--- src/rtl/styler_pkg.sv ---
// Shared styler types: bitmap word width and the bit-counter width derived from it.
package styler_pkg;

    localparam int STYLER_WIDTH = 16;
    localparam int STYLER_CW    = 4;

    typedef logic [STYLER_WIDTH-1:0] styler_bitmap_t;

endpackage

--- src/rtl/styler_shifter_hold.sv ---
// One-entry valid/ready holding register; ready = empty, so no comb path from the consumer.
// Latency: word visible on out_dat_o the cycle after accept; flush_i empties it synchronously.
module styler_shifter_hold
    import styler_pkg::*;
#(
    parameter int WIDTH = STYLER_WIDTH
) (
    input  logic             clk,
    input  logic             rst,
    input  logic             flush_i,
    input  logic [WIDTH-1:0] in_dat_i,
    input  logic             in_vld_i,
    output logic             in_rdy_o,
    output logic [WIDTH-1:0] out_dat_o,
    output logic             out_vld_o,
    input  logic             out_pop_i
);

    logic [WIDTH-1:0] dat_q, dat_d;
    logic             full_q, full_d;
    logic             accept;

    assign accept    = in_vld_i & ~full_q;
    assign in_rdy_o  = ~full_q;
    assign out_dat_o = dat_q;
    assign out_vld_o = full_q;

    always_comb begin
        dat_d  = dat_q;
        full_d = full_q;
        if (flush_i) begin
            full_d = 1'b0;
        end else if (accept) begin
            // A pop at the same edge still leaves the entry full with the new word.
            dat_d  = in_dat_i;
            full_d = 1'b1;
        end else if (out_pop_i) begin
            full_d = 1'b0;
        end
    end

    always_ff @(posedge clk or posedge rst) begin
        if (rst) begin
            dat_q  <= '0;
            full_q <= 1'b0;
        end else begin
            dat_q  <= dat_d;
            full_q <= full_d;
        end
    end

endmodule

--- src/rtl/styler_shifter.sv ---
// Pixel serializer: hold + shift double buffer, MSB first, one pixel per pixelEnable.
// Accept-to-first-pixel is 2 cycles; bitmapReady depends only on hold occupancy.
module styler_shifter
    import styler_pkg::*;
#(
    parameter int WIDTH = STYLER_WIDTH,
    parameter int CW    = STYLER_CW
) (
    input  logic             clk,
    input  logic             rst,
    input  logic [WIDTH-1:0] bitmapIn,
    input  logic             bitmapValid,
    output logic             bitmapReady,
    input  logic             pixelEnable,
    input  logic             lineStart,
    output logic             pixelOut,
    output logic             pixelValid,
    output logic             wordDone,
    output logic             underflow
);

    logic [WIDTH-1:0] hold_dat;
    logic             hold_full;
    logic             consume, last_pix, reload;

    logic [WIDTH-1:0] shift_q, shift_d;
    logic             shift_full_q, shift_full_d;
    logic [CW-1:0]    bit_cnt_q, bit_cnt_d;
    logic             word_done_q, word_done_d;
    logic             underflow_q, underflow_d;

    styler_shifter_hold #(.WIDTH(WIDTH)) u_hold (
        .clk       (clk),
        .rst       (rst),
        .flush_i   (lineStart),
        .in_dat_i  (bitmapIn),
        .in_vld_i  (bitmapValid),
        .in_rdy_o  (bitmapReady),
        .out_dat_o (hold_dat),
        .out_vld_o (hold_full),
        .out_pop_i (reload)
    );

    assign consume  = pixelEnable & shift_full_q;
    assign last_pix = consume & (bit_cnt_q == CW'(WIDTH-1));
    // Reloading on the last pixel keeps back-to-back words gapless.
    assign reload   = hold_full & (~shift_full_q | last_pix);

    always_comb begin
        shift_d      = shift_q;
        shift_full_d = shift_full_q;
        bit_cnt_d    = bit_cnt_q;
        word_done_d  = last_pix & ~lineStart;
        underflow_d  = pixelEnable & ~shift_full_q & ~lineStart;
        if (lineStart) begin
            shift_full_d = 1'b0;
            bit_cnt_d    = '0;
        end else if (reload) begin
            shift_d      = hold_dat;
            shift_full_d = 1'b1;
            bit_cnt_d    = '0;
        end else if (consume) begin
            shift_d = {shift_q[WIDTH-2:0], 1'b0};
            if (last_pix) begin
                shift_full_d = 1'b0;
                bit_cnt_d    = '0;
            end else begin
                bit_cnt_d = bit_cnt_q + CW'(1);
            end
        end
    end

    always_ff @(posedge clk or posedge rst) begin
        if (rst) begin
            shift_q      <= '0;
            shift_full_q <= 1'b0;
            bit_cnt_q    <= '0;
            word_done_q  <= 1'b0;
            underflow_q  <= 1'b0;
        end else begin
            shift_q      <= shift_d;
            shift_full_q <= shift_full_d;
            bit_cnt_q    <= bit_cnt_d;
            word_done_q  <= word_done_d;
            underflow_q  <= underflow_d;
        end
    end

    assign pixelOut   = shift_full_q & shift_q[WIDTH-1];
    assign pixelValid = shift_full_q;
    assign wordDone   = word_done_q;
    assign underflow  = underflow_q;

endmodule

--- config.mk ---
export PLATFORM = sky130hd
export DESIGN_NAME = styler_shifter
export DESIGN_NICKNAME = d
export VERILOG_FILES = /design/src/rtl/styler_pkg.sv /design/src/rtl/styler_shifter_hold.sv /design/src/rtl/styler_shifter.sv
export SDC_FILE = /design/constraint.sdc
export NUM_CORES = 1
export LEC_CHECK = 0
export CORE_MARGIN = 1.5
export CORE_UTILIZATION = 50
export CTS_CLUSTER_DIAMETER = 80
export DETAILED_ROUTE_END_ITERATION = 12
export PLACE_DENSITY = 0.8
export SYNTH_ARGS = -nofsm -noshare
export SYNTH_HDL_FRONTEND = slang
export SYNTH_SLANG_ARGS = --single-unit
--- constraint.sdc ---
create_clock -name clk -period 2.37 [get_ports clk]
set_input_delay 0.711 -clock clk [delete_from_list [all_inputs] [get_ports clk]]
set_output_delay 0.711 -clock clk [all_outputs]
set_load 0.05 [all_outputs]
# Word level (Yosys, flattened, before mapping)
# Index checks and enable logic that the tools add are counted.
op_classes:
  n_addsub: 1
  n_mul: 0
  div: 0
  order_cmp: 0
  eq_ne: 1
  shifts: 0
  mux: 13
  n_bitwise: 12
  n_reduce_logical: 7
op_table:
  columns: ["cell", "n"]
  rows:
  - ["$mux W16", 2]
  - ["$mux W4", 4]
  - ["$reduce_bool A3 Y1", 3]
  - ["$and A1 B1 Y1", 8]
  - ["$mux W1", 7]
  - ["$reduce_and A2 Y1", 3]
  - ["$add A4 B1 Y4 const B", 1]
  - ["$eq A4 B4 Y1 const B", 1]
  - ["$not A1 Y1", 3]
  - ["$reduce_bool A2 Y1", 1]
  - ["$or A1 B1 Y1", 1]
totals:
  ff_bits: 40
  latchBits: 0
  ram_bits: 0
  romBits: 0
  inputBits: 21
  output_inout_bits: 5
  wordCells: 41
  memories: 0

# Depth between registers and ports, before layout
logic_depth:
  depth_word: 7
  mapped_depth: 6
  ltp_nobuf: 5

# Hierarchy
# Synthesis repeated with hierarchy kept, for this count alone.
unflattened:
  hier_cells: 164
  hier_area_um2: 1755.4
modules_own_cells:
  columns: ["module", "n_inst", "cells_per_inst", "area_each_um2", "seq_area_each_um2"]
  rows:
  - ["styler_shifter", 1, 125, 1101.1, 575.6]
  - ["styler_shifter_hold", 1, 39, 654.4, 425.4]

# Worst setup path before layout
# Ideal clock, no wire load.
synth_path:
  kind: "reg2out"
  startpoint: "register shift_full_q (netlist: pixelValid)"
  endpoint: "output pixelOut"
  t_arrival_ns: 1.244
  required_time_ns: 1.659
  setup_slack_ns: 0.415
  stages_incl_launch_ff: 3
  n_path_buf: 1
  path_cell_list: "dfrtp_1 > buf_6 > and2_1"
synth_between:
  elab_chain_cells: 1
synth_rtl:
  columns: ["item", "line", "source"]
  rows:
  - ["start, declared", "styler_shifter.sv:27", "logic shift_full_q, shift_full_d;"]
  - ["start signal, assigned", "styler_shifter.sv:82", "shift_full_q <= shift_full_d;"]
  - ["$and A1 B1 Y1", "styler_shifter.sv:89", "assign pixelOut = shift_full_q & shift_q[WIDTH-1];"]
  - ["end, declared", "styler_shifter.sv:16", "output logic pixelOut,"]
# No other way between the ends.

# Worst setup path in the final report
layout_path:
  startpoint: "register word_done_q (netlist: wordDone)"
  endpoint: "output wordDone"
layout_lines:
  columns: ["item", "line", "source"]
  rows:
  - ["start, declared", "styler_shifter.sv:29", "logic word_done_q, word_done_d;"]
  - ["start signal, assigned", "styler_shifter.sv:84", "word_done_q <= word_done_d;"]
  - ["end, declared", "styler_shifter.sv:18", "output logic wordDone,"]
# No word-level cell between the ends.

==> impl_metrics.ini <==
[timing]
fmax_mhz = 455
final_period_minus_worst_setup_slack_ns = 2.20
hold_viol = 0
finalClockSkew_ns = 0.0100
tightest_slew_ns = 0.489
setup_viol = 0
max_slew_margin_pct = 67.3
fin_crit_sh_pct = 92.7
setup_tns_ns = 0
rsz0062_at_grt = false
slew_violations = 0

[power_and_ir_drop]
powerDensity_mw_per_mm2 = 763
ir_worst_vdd_v = 0.000327
p_leak_nw = 0.919

[clock_network]
cts_buffers = 5
clockRootBuffer = clkbuf_4
ctsHoldBuffers = 0
cts.clk_slew.worst_paths_ns = 0.11
cts.repair.resized = 0
cts_max_level = 2
cts_tree = yes
cts_buffer_depth = 2
cts_setup_buffers = 0
insertion_delay_ns = 0.34
cts_sinks = 40

[grt]
antenna_found_initial = 0
track_usage_pct = 18.0
grt_max_degree = 41
grt_pass1_wl_um = 5440
grt-ovfl-total = 0
grt_pass1_vias = 1230

[place]
gp_routability_congestion = 0.740
dpl.hpwl_um = 2090
dp_cells = 229
post_dp_cell_area_mm2 = 0.00207
io_buffers = 25

[flow_run]
maxCapViolCount = 0

[die]
die_y_um = 62.2
die_area_mm2 = 0.00387
io-pin-count = 26
rows = 21
start_util_pct = 52.5
die_w_um = 62.2
coreArea_mm2 = 0.00334

[final_layout]
fillers = 278
nets = 212
fin_util_pct = 63.9
final_cells = 236
diodes = 0
syn_to_final_growth_pct = 21.7
final_area_mm2 = 0.00213
drive_gt1_share_pct = 18.9

[yosys]
yosysWarnings = 0
synth_top_area_share_pct = 57.1
synth_largest_area_cell = dfrtp_1
synth-simple-area-share_pct = 17.0
synth_compound_area_share_pct = 8.64
synth_edf_count = 0
synth_top_family_by_area = simple AND/OR/NAND/NOR gates
synth_adder_area_share_pct = 0.714
syn_area_per_cell_um2 = 10.9
postSynthCellCount = 161
synth_seq_area_share_pct = 57.1
ys.flop_type = dfrtp_1
synth_seq_cells = 40
syn-num-nets = 183
synth-xor-area-share_pct = 0.500
yosys-top-cells-area = dfrtp_1 (57%), mux2_2 (10%), nand2_1 (7.1%)
postSynth.asyncResetShare_pct = 100
yosys.cell_types.count = 25
synthMuxAreaShare_pct = 12.0
synth_area_mm2 = 0.00175

[min_path]
hold_class = reg2reg

[setup_path]
rr_startpoint = bit_cnt_q[0]
critPathMaxStageDelay_ns = 0.79
critPathMaxFanout = 1
critPathSlowestCell = clkdlybuf4s50_1
arrival_ns = 1.49
worstPathRequired_ns = 1.66
critPathLaunch = wordDone
path_delay_family = buffers and inverters
rr_worst_depth = 5
r2r_setup_slack_ns = 0.72
cp_cell_sequence = clkdlybuf4s50_1
path_buf_inv = 1
cp-endpoint = wordDone
critPathKind = reg2out
crit_cells = 1
cp-start-kind = flip-flop
end_kind = primary output
r2r_end = shift_q[3]

[route]
vias_per_cell = 5.25
wl_met2_um = 1480
post-route-drc-count = 0
drtAntennaViolNets = 0
routed.top_layer = met4
drt-initial-drc-count = 70
wl_met1_um = 1380
drt_wl_total_um = 3050
vias = 1240
wl_per_cell_um = 12.9
route.met3.wl_um = 118
dr.pass1.iters = 4

[status]
status = complete, no violations
[per-stage QoR]
stage          setup WS [ns]  hold slack [ns]  total power (W)
2_1_floorplan          0.415            0.463          0.00116
3_3_place_gp           0.234            0.485          0.00125
3_5_place_dp           0.168            0.481          0.00127
4_1_cts                0.163            0.506          0.00165
5_1_grt                0.128            0.531          0.00174
6_report               0.174            0.509          0.00163
[per-layer routing]
metal / up-vias / track usage [%]
li1: 614 / -
met1: 597 / 22.5
met2: 23 / 28.7
met3: 6 / 4.35
met4: 0 / 10.3
met5: - / 0
[cells in the final DEF (no fill, tap or decap)]
master	instances
and4_2	1
mux2i_1	3
and2_1	1
nand4_2	1
o21ai_0	1
buf_12	3
clkdlybuf4s50_1	22
ha_1	1
nor2_1	17
mux2_2	16
nor3b_1	1
a21oi_4	1
buf_4	5
nand2_1	33
dfrtp_1	40
o21ai_4	1
xor2_1	1
clkbuf_8	2
inv_1	3
nor2b_1	1
a31oi_1	15
nor3b_2	1
clkbuf_4	5
nand3_1	5
nor3_1	6
a21oi_1	4
[synth_stat cells (all sizes together) (3+ instances only)]
| library cell | count |
|---|---|
| a31oi | 15 |
| dfrtp | 40 |
| nor2 | 17 |
| buf | 7 |
| nor3 | 6 |
| mux2i | 3 |
| nand3 | 5 |
| inv | 3 |
| mux2 | 16 |
| nand2 | 33 |
| a21oi | 5 |
[worst min path at each step]
stage	startpoint	endpoint	slack, ns	cells after the start
after floorplan	u_hold.out_dat_o[0]	shift_q[0]	0.46	2
after global placement	u_hold.out_dat_o[0]	shift_q[0]	0.49	2
final	u_hold.out_dat_o[0]	shift_q[0]	0.51	2
after detailed placement	u_hold.out_dat_o[0]	shift_q[0]	0.48	2
after CTS	u_hold.out_dat_o[0]	shift_q[0]	0.51	2
after global routing	u_hold.out_dat_o[0]	u_hold.out_dat_o[0]	0.53	1
[kinds of logic after synthesis]
family / after synthesis
AO/OA/AOI/OAI: 22
XOR/XNOR: 1
adder cells (fa/ha/maj): 1
buffers and inverters: 11
flip-flops: 40
multiplexers: 19
AND/OR/NAND/NOR: 67
[final cells by class]
cell class,count,area (µm²),share of cell area [%]
clock buffer,7,65.1,3.05
inverter,3,11.3,0.528
multi-input combinational,110,681,31.9
sequential,40,1000,46.9
tap,46,57.6,2.70
timing repair buffer,30,318,14.9
[power breakdown]
group	leakage [nW]	switching [W]	internal, W	total [W]
Sequential	0.473	0.0000857	0.000832	0.000918
Combinational	0.409	0.000163	0.000173	0.000336
Clock	0.0374	0.000204	0.000168	0.000373
[state kept, by name (all words and copies together) (netlist names)]
| register | flops |
|---|---|
| pixelValid | 1 |
| underflow | 1 |
| bit_cnt_q | 4 |
| u_hold.out_dat_o | 16 |
| shift_q | 16 |
| wordDone | 1 |
| u_hold.out_vld_o | 1 |
Note: power is estimated with default switching activity, not from simulation.
